File: config.mk
export PLATFORM = sky130hd
export DESIGN_NAME = ct_scale_mc
export DESIGN_NICKNAME = d
export VERILOG_FILES = /design/src/rtl/ct_pkg.sv /design/src/rtl/sm_scale_sat.sv /design/src/rtl/ct_scale_mc.sv
export SDC_FILE = /design/constraint.sdc
export NUM_CORES = 1
export LEC_CHECK = 0
export CORE_MARGIN = 1
export CORE_UTILIZATION = 71
export CTS_CLUSTER_SIZE = 8
export DETAILED_ROUTE_END_ITERATION = 8
export DONT_BUFFER_PORTS = 1
export GPL_TIMING_DRIVEN = 1
export PLACE_DENSITY = 0.92
export SLEW_MARGIN = 5
export SYNTH_ARGS = -nofsm -noshare
export SYNTH_HDL_FRONTEND = slang
export SYNTH_SLANG_ARGS = --single-unit
File: constraint.sdc
create_clock -name clk -period 12.3 [get_ports clk]
set_input_delay 1.23 -clock clk [delete_from_list [all_inputs] [get_ports clk]]
set_output_delay 1.23 -clock clk [all_outputs]
set_load 0.03 [all_outputs]
File: src/rtl/ct_pkg.sv
// Shared definitions for the CT/PT sample scalers: FSM encoding, default gain
// and the channel-index width helper.
package ct_pkg;

  localparam logic [1:0] S_IDLE  = 2'd0;
  localparam logic [1:0] S_RUN   = 2'd1;
  localparam logic [1:0] S_FLUSH = 2'd2;

  localparam logic [15:0] GAIN_DEF_CT = 16'h0900;

  // A single-channel build still needs a 1-bit channel index.
  function automatic int ch_w(input int n);
    return (n <= 1) ? 1 : $clog2(n);
  endfunction

endpackage

File: src/rtl/sm_scale_sat.sv
// Combinational output stage: logical right shift of an unsigned product,
// saturation to the output magnitude range, sign re-attach with no negative zero.
module sm_scale_sat #(
  parameter int PROD_W = 31,
  parameter int OUT_W  = 24,
  parameter int SHIFT  = 4
) (
  input  logic [PROD_W-1:0] i_prod,
  input  logic              i_sign,
  output logic [OUT_W-1:0]  o_out,
  output logic              o_sat
);

  // Zero-extend so the limit compare works whatever PROD_W is relative to OUT_W.
  localparam int EW = PROD_W + OUT_W;
  localparam logic [EW-1:0] LIM = (EW'(1) << (OUT_W - 1)) - EW'(1);

  logic [EW-1:0]    w_m;
  logic [OUT_W-2:0] w_mag;

  assign w_m   = {{OUT_W{1'b0}}, i_prod} >> SHIFT;
  assign o_sat = (w_m > LIM);
  assign w_mag = o_sat ? {(OUT_W-1){1'b1}} : w_m[OUT_W-2:0];
  assign o_out = {i_sign & (|w_mag), w_mag};

endmodule

File: src/rtl/ct_scale_mc.sv
// Multi-channel CT/PT sample scaler: captures NCH sign-magnitude samples on a
// start request and streams gain-scaled, shifted, saturated results one per cycle.
module ct_scale_mc import ct_pkg::*; #(
  parameter int                NCH      = 3,
  parameter int                IN_W     = 16,
  parameter int                GAIN_W   = 16,
  parameter int                OUT_W    = 24,
  parameter int                SHIFT    = 4,
  parameter logic [GAIN_W-1:0] GAIN_DEF = GAIN_W'(GAIN_DEF_CT),
  localparam int               CW       = ch_w(NCH)
) (
  input  logic                clk,
  input  logic                rst_n,
  input  logic                en,
  input  logic [NCH*IN_W-1:0] a,
  input  logic                gain_wr,
  input  logic [CW-1:0]       gain_ch,
  input  logic [GAIN_W-1:0]   gain_data,
  output logic [OUT_W-1:0]    out,
  output logic [CW-1:0]       out_ch,
  output logic                out_valid,
  output logic                sat,
  output logic                busy,
  output logic                done
);

  localparam int PROD_W = IN_W - 1 + GAIN_W;

  logic [1:0]          r_state;
  logic [CW-1:0]       r_ch;
  logic [NCH*IN_W-1:0] r_samp;
  logic [GAIN_W-1:0]   r_gain [NCH];

  logic                r_s1_valid;
  logic                r_s1_sign;
  logic                r_s1_last;
  logic [CW-1:0]       r_s1_ch;
  logic [PROD_W-1:0]   r_s1_prod;

  logic [IN_W-1:0]     w_samp;
  logic                w_last;
  logic [OUT_W-1:0]    w_out;
  logic                w_sat;

  assign w_samp = r_samp[r_ch*IN_W +: IN_W];
  assign w_last = (r_ch == CW'(NCH - 1));
  assign busy   = (r_state != S_IDLE);

  always_ff @(posedge clk) begin
    if (!rst_n) begin
      r_state <= S_IDLE;
      r_ch    <= '0;
      r_samp  <= '0;
    end else begin
      case (r_state)
        S_IDLE: begin
          if (en) begin
            r_samp  <= a;
            r_ch    <= '0;
            r_state <= S_RUN;
          end
        end
        S_RUN: begin
          r_ch <= r_ch + 1'b1;
          if (w_last) r_state <= S_FLUSH;
        end
        // Leave FLUSH on the same edge that stage 2 emits the last channel.
        S_FLUSH: begin
          if (r_s1_valid && r_s1_last) r_state <= S_IDLE;
        end
        default: r_state <= S_IDLE;
      endcase
    end
  end

  // Gains are frozen during a frame; out-of-range channel indices never match.
  always_ff @(posedge clk) begin
    for (int i = 0; i < NCH; i++) begin
      if (!rst_n) begin
        r_gain[i] <= GAIN_DEF;
      end else if (gain_wr && !busy && (gain_ch == CW'(i))) begin
        r_gain[i] <= gain_data;
      end
    end
  end

  always_ff @(posedge clk) begin
    if (!rst_n) begin
      r_s1_valid <= 1'b0;
      r_s1_sign  <= 1'b0;
      r_s1_last  <= 1'b0;
      r_s1_ch    <= '0;
      r_s1_prod  <= '0;
    end else begin
      r_s1_valid <= (r_state == S_RUN);
      r_s1_sign  <= w_samp[IN_W-1];
      r_s1_last  <= w_last;
      r_s1_ch    <= r_ch;
      r_s1_prod  <= PROD_W'(w_samp[IN_W-2:0]) * PROD_W'(r_gain[r_ch]);
    end
  end

  sm_scale_sat #(
    .PROD_W (PROD_W),
    .OUT_W  (OUT_W),
    .SHIFT  (SHIFT)
  ) u_scale_sat (
    .i_prod (r_s1_prod),
    .i_sign (r_s1_sign),
    .o_out  (w_out),
    .o_sat  (w_sat)
  );

  always_ff @(posedge clk) begin
    if (!rst_n) begin
      out       <= '0;
      out_ch    <= '0;
      out_valid <= 1'b0;
      sat       <= 1'b0;
      done      <= 1'b0;
    end else begin
      out_valid <= r_s1_valid;
      done      <= r_s1_valid && r_s1_last;
      if (r_s1_valid) begin
        out    <= w_out;
        out_ch <= r_s1_ch;
        sat    <= w_sat;
      end
    end
  end

endmodule

==> run_results.csv, run 1 <==
group,metric,value,unit
status,status,"completed",
cts,clk_pin_slew,0.08,ns
grt,grt_pass1_vias,11300,
detailed_routing,routed_wl,34100,um
pwr,ir_worst_vdd,0.0000893,V
timing,whs,0.456,ns
detailed_routing,drc,0,
synth,synth-seq-cells,163,
worst_hold_path,hp-start,"r_samp[6]",
synth,yosysUniqueCellTypes,57,
worst_hold_path,hp-class,"flip-flop to flip-flop",
timing,grt_setup_unrepaired,"no",
grt,grt_start_max_net_pins,58,
floorplan,die_w,143,um
cts,cts_hold_buf,0,
cts,clock_latency,0.46,ns
cells_and_area,antenna_cells,0,
grt,antenna_found_initial,0,
cts,cts_buffer_depth,2,
cells_and_area,layout-drive-gt1-share,5.32,%
synth,ys.flop_type,"dfxtp_1",
timing,tightest_slew,1.39,ns
cells_and_area,fin_nets,1870,
timing,hold_viol,0,
placement,dp_hpwl,25800,um
critical_path,worstPathRequired,12.64,ns
critical_path,startpoint_type,"flip-flop",
critical_path,crit_fanout,25,
critical_path,critPathCaptureType,"flip-flop",
worst_hold_path,holdPathEnd,"r_samp[6]",
timing,setup_viol,0,
grt,overflow,0,
floorplan,fp.dieH,143,um
grt,grt_pass1_wl,54000,um
critical_path,r2r_slack,3.57,ns
timing,fin_crit_sh,71.0,%
floorplan,start_util,72.4,%
cells_and_area,fill_cells,1270,
detailed_routing,first_iter_violations,1032,
critical_path,arrival,9.07,ns
placement,port_buffers,0,
cells_and_area,final_common_cell,"nand2_1",
synth,synthArstFlopShare,0,%
critical_path,timing.rr.end,"r_s1_prod[28]",
cts,cts.sinks,163,
grt,grt.total_usage,34.9,%
timing,slew_violations,0,
cts,cts_buffers,17,
pwr,p_leak,6.82,nW
timing,relSlewSlack,6.68,%
detailed_routing,ant_nets,0,
synth,seq_area_frac_synth,26.6,%
cts,h-tree-depth,4,
flow_run,drv_cap,0,
synth,synth_nets,1913,
synth,avgSynthCellArea,8.95,sq um
timing,fin_crit,8.73,ns
cts,root_buffer,"clkbuf_16",
synth,yosysWarnings,0,
detailed_routing,routedWlPerCell,18.9,um
cts,cts_tree,"built",
timing,tns,0,ns
critical_path,reg2regPathDepth,21,
cts,cts_setup_buffers,0,
detailed_routing,vias,11100,
worst_hold_path,min_path_cells,2,
critical_path,critPathKind,"flip-flop to flip-flop",
placement,routabilityCongestion,0.927,
cells_and_area,final_cell_mix,"242 x nand2_1, 219 x inv_1, 194 x nor2_1",
timing,finClkSkew,0.0160,ns
pwr,power.density,130,nW/um^2
detailed_routing,vias_per_cell,6.16,
floorplan,coreArea,19400,sq um
cells_and_area,area_growth,5.27,%
floorplan,pin_count,100,
floorplan,std_cell_rows,51,
timing,fmax,115,MHz
detailed_routing,first_pass_iters,6,
critical_path,timing.rr.start,"r_ch[0]",
cts,cts_resized,0,
floorplan,die_area,20400,sq um
synth,syn_area,14100,sq um
synth,postSynthCellCount,1570,
synth,synth_edf_count,48,
==> power breakdown <==
| part | leakage [nW] | internal (mW) | switching, mW |
|---|---|---|---|
| combinational | 5.10 | 0.266 | 0.462 |
| sequential | 1.43 | 0.603 | 0.0457 |
| clock | 0.294 | 0.285 | 0.267 |
| total | 6.82 | 1.15 | 0.775 |
==> area by class of cell <==
cell class	instances	area (sq um)	area share, %
Clock inverter	14	149	1.01
Multi-Input combinational cell	1112	9190	62.2
Inverter	220	826	5.58
Tap cell	265	332	2.24
Timing Repair Buffer	13	97.6	0.660
Clock buffer	18	450	3.05
Sequential cell	163	3740	25.3
==> Yosys cell counts (4+ instances only) <==
master,n,share of area (%)
a211oi_1,6,0.32
a21o_1,8,0.43
a21oi_1,88,3.1
and2_1,55,2.4
and3_1,8,0.36
buf_1,5,0.13
clkbuf_1,67,1.8
dfxtp_1,115,16
edfxtp_1,48,10
fa_1,180,26
ha_1,93,8.3
inv_1,220,5.9
mux2i_1,35,2.5
nand2_1,242,6.5
nand2b_1,16,0.71
nand3_1,6,0.21
nand4_1,10,0.45
nor2_1,194,5.2
nor2b_1,4,0.18
nor3_1,9,0.32
nor4_1,7,0.31
o21a_1,22,1.2
o21ai_0,33,1.2
o21ai_1,8,0.28
o21bai_1,6,0.32
o221a_2,22,1.8
xnor2_1,13,0.81
xor2_1,9,0.56
==> metrics by stage <==
stage	utilization [%]	cells	worst slack, ns	power, mW	area (sq um)
after floorplan	-	1570	4.96	1.18	14100
after global placement	73.2	1773	3.95	1.33	14200
after detailed placement	73.2	1773	3.72	1.36	14200
after CTS	76.3	1805	3.64	1.92	14800
after global routing	76.3	1805	3.03	2.04	14800
final	76.3	1805	3.57	1.93	14800
==> flip-flops by register name, summed over array words and instances, names as in the netlist, named ones only <==
signal and flops:
r_s1_sign 1, r_state 2, out_valid 1, r_s1_ch 2, r_s1_valid 1, out 24, r_gain 48, r_samp 48
r_s1_last 1, r_s1_prod 27, out_ch 2, r_ch 2, sat 1, done 1
==> critical path, stage by stage, from the launching register on <==
cell,delay [ns]
dfxtp_1,1.12
nor2b_1,0.49
a21oi_1,1.12
nor2_1,0.18
fa_1,0.56
inv_1,0.06
fa_1,0.54
inv_1,0.06
fa_1,0.53
fa_1,0.45
fa_1,0.56
inv_1,0.06
fa_1,0.53
inv_1,0.04
ha_1,0.39
nand2_1,0.13
o311a_1,0.41
a2111oi_0,0.41
nor2_1,0.18
o21bai_1,0.18
mux2_2,0.35
a211o_1,0.26
==> per-layer routing <==
metal | wire (um) | vias up | global-route usage [%]
met5 | 0 | - | 0
met4 | 2280 | 0 | 23.3
met3 | 2910 | 195 | 7.55
met2 | 16800 | 659 | 58.7
met1 | 12100 | 5358 | 40.5
li1 | - | 4902 | -
==> kinds of logic after synthesis <==
kind of cell | Yosys count | share of synthesized area (%)
buffers and inverters | 295 | 7.93
and+or+nand+nor | 563 | 17.3
muxes | 37 | 2.68
DFF | 163 | 26.6
adders and majority gates | 273 | 33.9
xor gates and xnor gates | 22 | 1.37
AOI/OAI and AO/OA | 217 | 10.1
==> worst max path at each step <==
| stage | endpoint | startpoint | depth (start not counted) | slack [ns] |
|---|---|---|---|---|
| 2_1_floorplan | r_s1_prod[28] | r_ch[0] | 27 | 4.96 |
| 3_3_place_gp | r_s1_prod[28] | r_ch[0] | 23 | 3.95 |
| 3_5_place_dp | r_s1_prod[28] | r_ch[0] | 21 | 3.72 |
| 4_1_cts | r_s1_prod[28] | r_ch[0] | 21 | 3.64 |
| 5_1_grt | r_s1_prod[28] | r_ch[0] | 23 | 3.03 |
| 6_report | r_s1_prod[28] | r_ch[0] | 21 | 3.57 |
No activity file was read; power rests on OpenSTA's default activity.
==> run 2: changes to the inputs <==
--- a/config.mk
+++ b/config.mk
@@ -6,12 +6,12 @@
 export NUM_CORES = 1
 export LEC_CHECK = 0
 export CORE_MARGIN = 1
-export CORE_UTILIZATION = 71
+export CORE_UTILIZATION = 66
 export CTS_CLUSTER_SIZE = 8
 export DETAILED_ROUTE_END_ITERATION = 8
 export DONT_BUFFER_PORTS = 1
 export GPL_TIMING_DRIVEN = 1
-export PLACE_DENSITY = 0.92
+export PLACE_DENSITY = 0.87
 export SLEW_MARGIN = 5
 export SYNTH_ARGS = -nofsm -noshare
 export SYNTH_HDL_FRONTEND = slang
==> constraint.sdc (replaced) <==
create_clock -name clk -period 8.49 [get_ports clk]
set_input_delay 0.849 -clock clk [delete_from_list [all_inputs] [get_ports clk]]
set_output_delay 0.849 -clock clk [all_outputs]
set_load 0.03 [all_outputs]
==> run 2 against run 1 <==
  * Total power is 45% higher
  * Clock power is 50% higher
  * First-iteration DRC count shrank 15%
  * Final area up 0.82%
  * Via count shrank 1.5%
  * Count of clock-buffer cells in the layout is the same
  * Hold slack about the same
  * Cell count increased by 1.2%
  * Combinational power rose by 43%
  * Critical path type unchanged
  * Highest routed layer unchanged
==> run_results.csv, run 2 (synthesis results as in run 1) <==
group,metric,value,unit
cells_and_area,layout-drive-gt1-share,6.00,%
grt,antenna_found_initial,0,
cts,cts_resized,0,
flow_run,drv_cap,0,
placement,routabilityCongestion,0.920,
critical_path,timing.rr.start,"r_ch[0]",
cells_and_area,final_core_util,71.2,%
timing,hold_viol,0,
cts,clock_latency,0.46,ns
cts,cts_buffer_depth,2,
cts,cts_setup_buffers,0,
critical_path,crit_fanout,16,
critical_path,worstPathRequired,8.87,ns
cells_and_area,area_growth,6.14,%
placement,dp_hpwl,25800,um
critical_path,startpoint_type,"flip-flop",
critical_path,critPathKind,"flip-flop to flip-flop",
cells_and_area,fin_nets,1881,
timing,setup_viol,0,
detailed_routing,drc,0,
pwr,p_leak,6.89,nW
detailed_routing,ant_nets,0,
worst_hold_path,hp-class,"flip-flop to flip-flop",
grt,overflow,0,
cells_and_area,final_common_cell,"nand2_1",
detailed_routing,routedWlPerCell,18.4,um
floorplan,std_cell_rows,53,
worst_hold_path,hp-start,"r_samp[26]",
cts,cts_tree,"built",
timing,fin_crit,7.88,ns
detailed_routing,vias_per_cell,5.99,
floorplan,start_util,67.1,%
timing,grt_setup_unrepaired,"no",
detailed_routing,first_iter_violations,876,
critical_path,reg2regPathDepth,22,
detailed_routing,routed_wl,33600,um
critical_path,critPathCaptureType,"flip-flop",
placement,port_buffers,0,
detailed_routing,first_pass_iters,6,
pwr,power.density,187,nW/um^2
timing,fin_crit_sh,92.8,%
cts,cts.sinks,163,
critical_path,arrival,8.25,ns
floorplan,pin_count,100,
floorplan,fp.dieH,148,um
timing,fmax,127,MHz
cts,clk_pin_slew,0.08,ns
critical_path,r2r_slack,0.61,ns
pwr,ir_worst_vdd,0.000142,V
cts,cts_hold_buf,0,
grt,grt.total_usage,32.1,%
timing,finClkSkew,0.0163,ns
floorplan,die_area,21900,sq um
cells_and_area,final_cell_mix,"242 x nand2_1, 219 x inv_1, 194 x nor2_1",
timing,slew_violations,0,
critical_path,timing.rr.end,"r_s1_prod[29]",
cts,h-tree-depth,4,
grt,grt_pass1_wl,54000,um
cts,cts_buffers,17,
floorplan,coreArea,21000,sq um
cts,root_buffer,"clkbuf_16",
timing,tns,0,ns
worst_hold_path,holdPathEnd,"r_samp[26]",
status,status,"completed",
cells_and_area,top_regs,"r_gain (48), r_samp (48), r_s1_prod (27)",
timing,tightest_slew,1.22,ns
worst_hold_path,min_path_cells,2,
detailed_routing,vias,10900,
timing,relSlewSlack,18.1,%
grt,grt_start_max_net_pins,78,
grt,grt_pass1_vias,11200,
cells_and_area,antenna_cells,0,
floorplan,die_w,148,um
## run 2: cell types whose count changed in the layout (fill, tap and decap cells not counted), sizes merged
cell	change
buf	+11
clkinv	+3
clkinvlp	-1
inv	-2
## run 2: stage by stage
stage	std cells	hold slack (ns)	area, sq um	worst slack [ns]	power [mW]
final	1826	0.457	14900	0.612	2.80
after global routing	1826	0.477	14900	0.121	2.97
after CTS	1826	0.460	14900	0.713	2.80
after detailed placement	1794	0.449	14300	0.768	1.97
after global placement	1794	0.443	14300	0.987	1.94
after floorplan	1570	0.436	14100	1.15	1.71
## run 2: cell type report
cell class	instances	area, sq um
sequential	163	3740
clock inverter	14	175
inverter	220	826
multi-input combinational	1112	9190
tap	275	344
timing repair buffer	24	180
clock buffer	18	450
fill	1541	6040
## run 2: worst max-delay path, cell delays in order (launching register included)
cell and delay, ns:
dfxtp_1 0.74, buf_4 0.33, mux2i_1 0.10, o21ai_1 0.93, nand2_1 0.19, fa_1 0.62, fa_1 0.45, fa_1 0.50
inv_1 0.06, fa_1 0.50, fa_1 0.57, inv_1 0.06, fa_1 0.53, inv_1 0.04, ha_1 0.33, a21oi_1 0.25
o21ai_0 0.15, a21oi_1 0.23, nand2_1 0.12, a31oi_1 0.33, o21ai_0 0.22, a211oi_1 0.32, mux2i_1 0.21
## run 2: worst max path at each step
stage	start	to	slack, ns	cells past startpoint
after global routing	r_ch[0]	r_s1_prod[29]	0.12	22
after global placement	r_ch[0]	r_s1_prod[30]	0.99	21
after floorplan	r_ch[0]	r_s1_prod[28]	1.15	27
after CTS	r_ch[0]	r_s1_prod[29]	0.71	22
after detailed placement	r_ch[0]	r_s1_prod[29]	0.77	22
final	r_ch[0]	r_s1_prod[29]	0.61	22
## run 2: report_power, final
group          switching, mW  internal [mW]  leakage [nW]
logic                  0.650          0.385          5.16
registers             0.0618          0.873          1.43
clock network          0.406          0.419         0.304
total                   1.12           1.68          6.89
## run 2: layer usage
metal	vias up	GRT usage, %	routed length (um)
met3	138	7.10	2620
met4	0	16.6	1600
li1	4938	-	-
met5	-	0	0
met1	5381	38.6	12500
met2	487	54.1	16800
==> run 3: changes to the inputs <==
--- a/config.mk
+++ b/config.mk
@@ -5,12 +5,14 @@
 export SDC_FILE = /design/constraint.sdc
 export NUM_CORES = 1
 export LEC_CHECK = 0
+export CELL_PAD_IN_SITES_DETAIL_PLACEMENT = 1
+export CELL_PAD_IN_SITES_GLOBAL_PLACEMENT = 1
 export CORE_MARGIN = 1
-export CORE_UTILIZATION = 66
-export CTS_CLUSTER_SIZE = 8
+export CORE_UTILIZATION = 51
 export DETAILED_ROUTE_END_ITERATION = 8
 export DONT_BUFFER_PORTS = 1
 export GPL_TIMING_DRIVEN = 1
+export MAX_ROUTING_LAYER = met4
 export PLACE_DENSITY = 0.87
 export SLEW_MARGIN = 5
 export SYNTH_ARGS = -nofsm -noshare
==> run 3 against run 2 <==
  * Utilization decreased by 16 points
  * First-iteration DRC count decreased by 13%
  * Total power increased by 5.2%
  * Sequential power increased by 0.6%
  * Sequential share of layout area decreased by 0.18 points
  * Die area increased by 29%
==> run_results.csv, run 3 (synthesis results as in run 1) <==
group,metric,value,unit
cts,clock_latency,0.46,ns
cells_and_area,final_common_cell,"nand2_1",
floorplan,coreArea,27000,sq um
grt,grt_pass1_wl,68700,um
floorplan,std_cell_rows,60,
detailed_routing,wl_met3,2650,um
detailed_routing,first_iter_violations,764,
timing,grt_setup_unrepaired,"no",
detailed_routing,ant_nets,0,
critical_path,slowest_delay,0.91,ns
critical_path,cpMostUsedCell,"fa_1",
detailed_routing,vias_per_cell,5.98,
cells_and_area,layoutNonFillerInstCount,1894,
detailed_routing,routed_wl,43400,um
timing,fmax,123,MHz
cells_and_area,area_growth,6.92,%
pwr,ir_worst_vdd,0.000124,V
grt,antenna_found_initial,0,
floorplan,die_area,28200,sq um
cells_and_area,layout-drive-gt1-share,6.31,%
detailed_routing,first_pass_iters,7,
cts,cts.sinks,163,
placement,place_inst,1862,
floorplan,fp.dieH,168,um
critical_path,crit_fanout,18,
grt,grt.total_usage,33.2,%
placement,routabilityCongestion,0.906,
placement,dp_hpwl,32400,um
cells_and_area,stdcell_area,15000,sq um
cts,clk_pin_slew,0.07,ns
cts,cts_tree,"built",
critical_path,critPathCaptureType,"flip-flop",
timing,finClkSkew,0.0199,ns
timing,setup_viol,0,
pwr,p_leak,6.90,nW
timing,slew_violations,0,
critical_path,critPathKind,"flip-flop to flip-flop",
timing,relSlewSlack,19.6,%
detailed_routing,highest_layer,"met4",
floorplan,die_w,168,um
floorplan,start_util,52.0,%
cells_and_area,final_cell_mix,"242 x nand2_1, 219 x inv_1, 194 x nor2_1",
grt,grt_start_max_net_pins,84,
cells_and_area,antenna_cells,0,
critical_path,cp_cell_sequence,"buf_4, mux2i_1, o21ai_0, buf_4, nand2_1, fa_1, inv_1, fa_1, fa_1, fa_1, fa_1, inv_1, fa_1, inv_1, ha_1, nand2_1, nor2_1, a211oi_1, nor3_1, o311a_2, o21ai_2, mux2_4",
timing,tightest_slew,1.20,ns
timing,fin_crit,8.12,ns
flow_run,drv_cap,0,
critical_path,cp_slowest_cell,"dfxtp_1",
timing,fin_crit_sh,95.7,%
pwr,total_power,2.94,mW
critical_path,startpoint_type,"flip-flop",
status,status,"completed",
grt,grt_pass1_vias,12700,
critical_path,arrival,8.47,ns
cts,h-tree-depth,4,
cells_and_area,final_core_util,55.6,%
cts,cts_buffer_depth,2,
detailed_routing,vias,11300,
detailed_routing,routedWlPerCell,22.9,um
placement,port_buffers,0,
worst_hold_path,hp-class,"flip-flop to flip-flop",
cells_and_area,fill_cells,3112,
pwr,power.density,196,nW/um^2
critical_path,worstPathRequired,8.83,ns
floorplan,pin_count,100,
cts,cts_buffers,17,
grt,overflow,0,
cells_and_area,top_regs,"r_gain (48), r_samp (48), r_s1_prod (27)",
timing,tns,0,ns
timing,hold_viol,0,
cts,root_buffer,"clkbuf_16",
placement,place_area,14400,sq um
cells_and_area,fin_nets,1883,
detailed_routing,m1WireLength,16000,um
detailed_routing,met2_wirelength,22200,um
detailed_routing,drc,0,
## run 3: cell count changes in the layout (fill, tap and decap cells not counted), moves of 2 or more
cell        previous run  this run
clkinv_8               4         0
bufinv_16              0         3
o21ai_1               10         7
o21ai_2                1         4
buf_4                 24        26
clkinvlp_4             0         2
inv_12                 2         0
inv_6                  3         1
inv_8                  3         5
## run 3: per-stage QoR
stage               setup slack, ns  hold WS, ns
finish                        0.369        0.458
global route                 0.0547        0.485
CTS                           0.295        0.456
detailed placement            0.547        0.447
global placement              0.960        0.442
floorplan                      1.15        0.436
## run 3: repair_timing
| item | CTS | global route |
|---|---|---|
| hold endpoints to repair | 0 | 0 |
| buffers inserted | 0 | 0 |
| hold buffers | 0 | 0 |
| setup endpoints to repair | 0 | 1 |
| gates resized for setup | 0 | 1 |
## run 3: path summary, 6_finish.rpt
kind	to	slack (ns)	depth (start not counted)	startpoint
setup reg to reg	r_s1_prod[30]	0.37	22	r_ch[0]
hold / removal	r_samp[21]	0.46	2	r_samp[21]
setup / recovery	r_s1_prod[30]	0.37	22	r_ch[0]
hold reg to reg	r_samp[21]	0.46	2	r_samp[21]
## run 3: critical path: cells and delay by family (launching register included)
family                     cells  cell delay [ns]
AOI/OAI and AO/OA              4             1.86
adders and majority gates      7             3.49
buffers and inverters          5             0.82
DFF                            1             0.91
muxes                          2             0.44
and+or+nand+nor                4             0.47
## run 3: where the power goes
group / total [mW] / internal, mW / leakage (nW) / switching (mW)
Combinational: 1.15 / 0.405 / 5.17 / 0.749
Sequential: 0.941 / 0.874 / 1.43 / 0.0675
Clock: 0.846 / 0.474 / 0.300 / 0.372
## run 3: layout make-up
class,count,area [sq um],area share [%]
well taps,341,427,2.84
clock inverters,14,193,1.28
repair buffers,26,195,1.30
flip-flops and latches,163,3740,24.9
multi-input cells,1112,9210,61.3
clock buffers,18,429,2.86
inverters,220,826,5.50
## run 3: layer usage
layer | GRT usage, % | vias to the layer above
li1 | - | 4939
met1 | 36.1 | 5691
met2 | 56.2 | 506
met3 | 6.16 | 185
met4 | 20.9 | 0
met5 | - | -
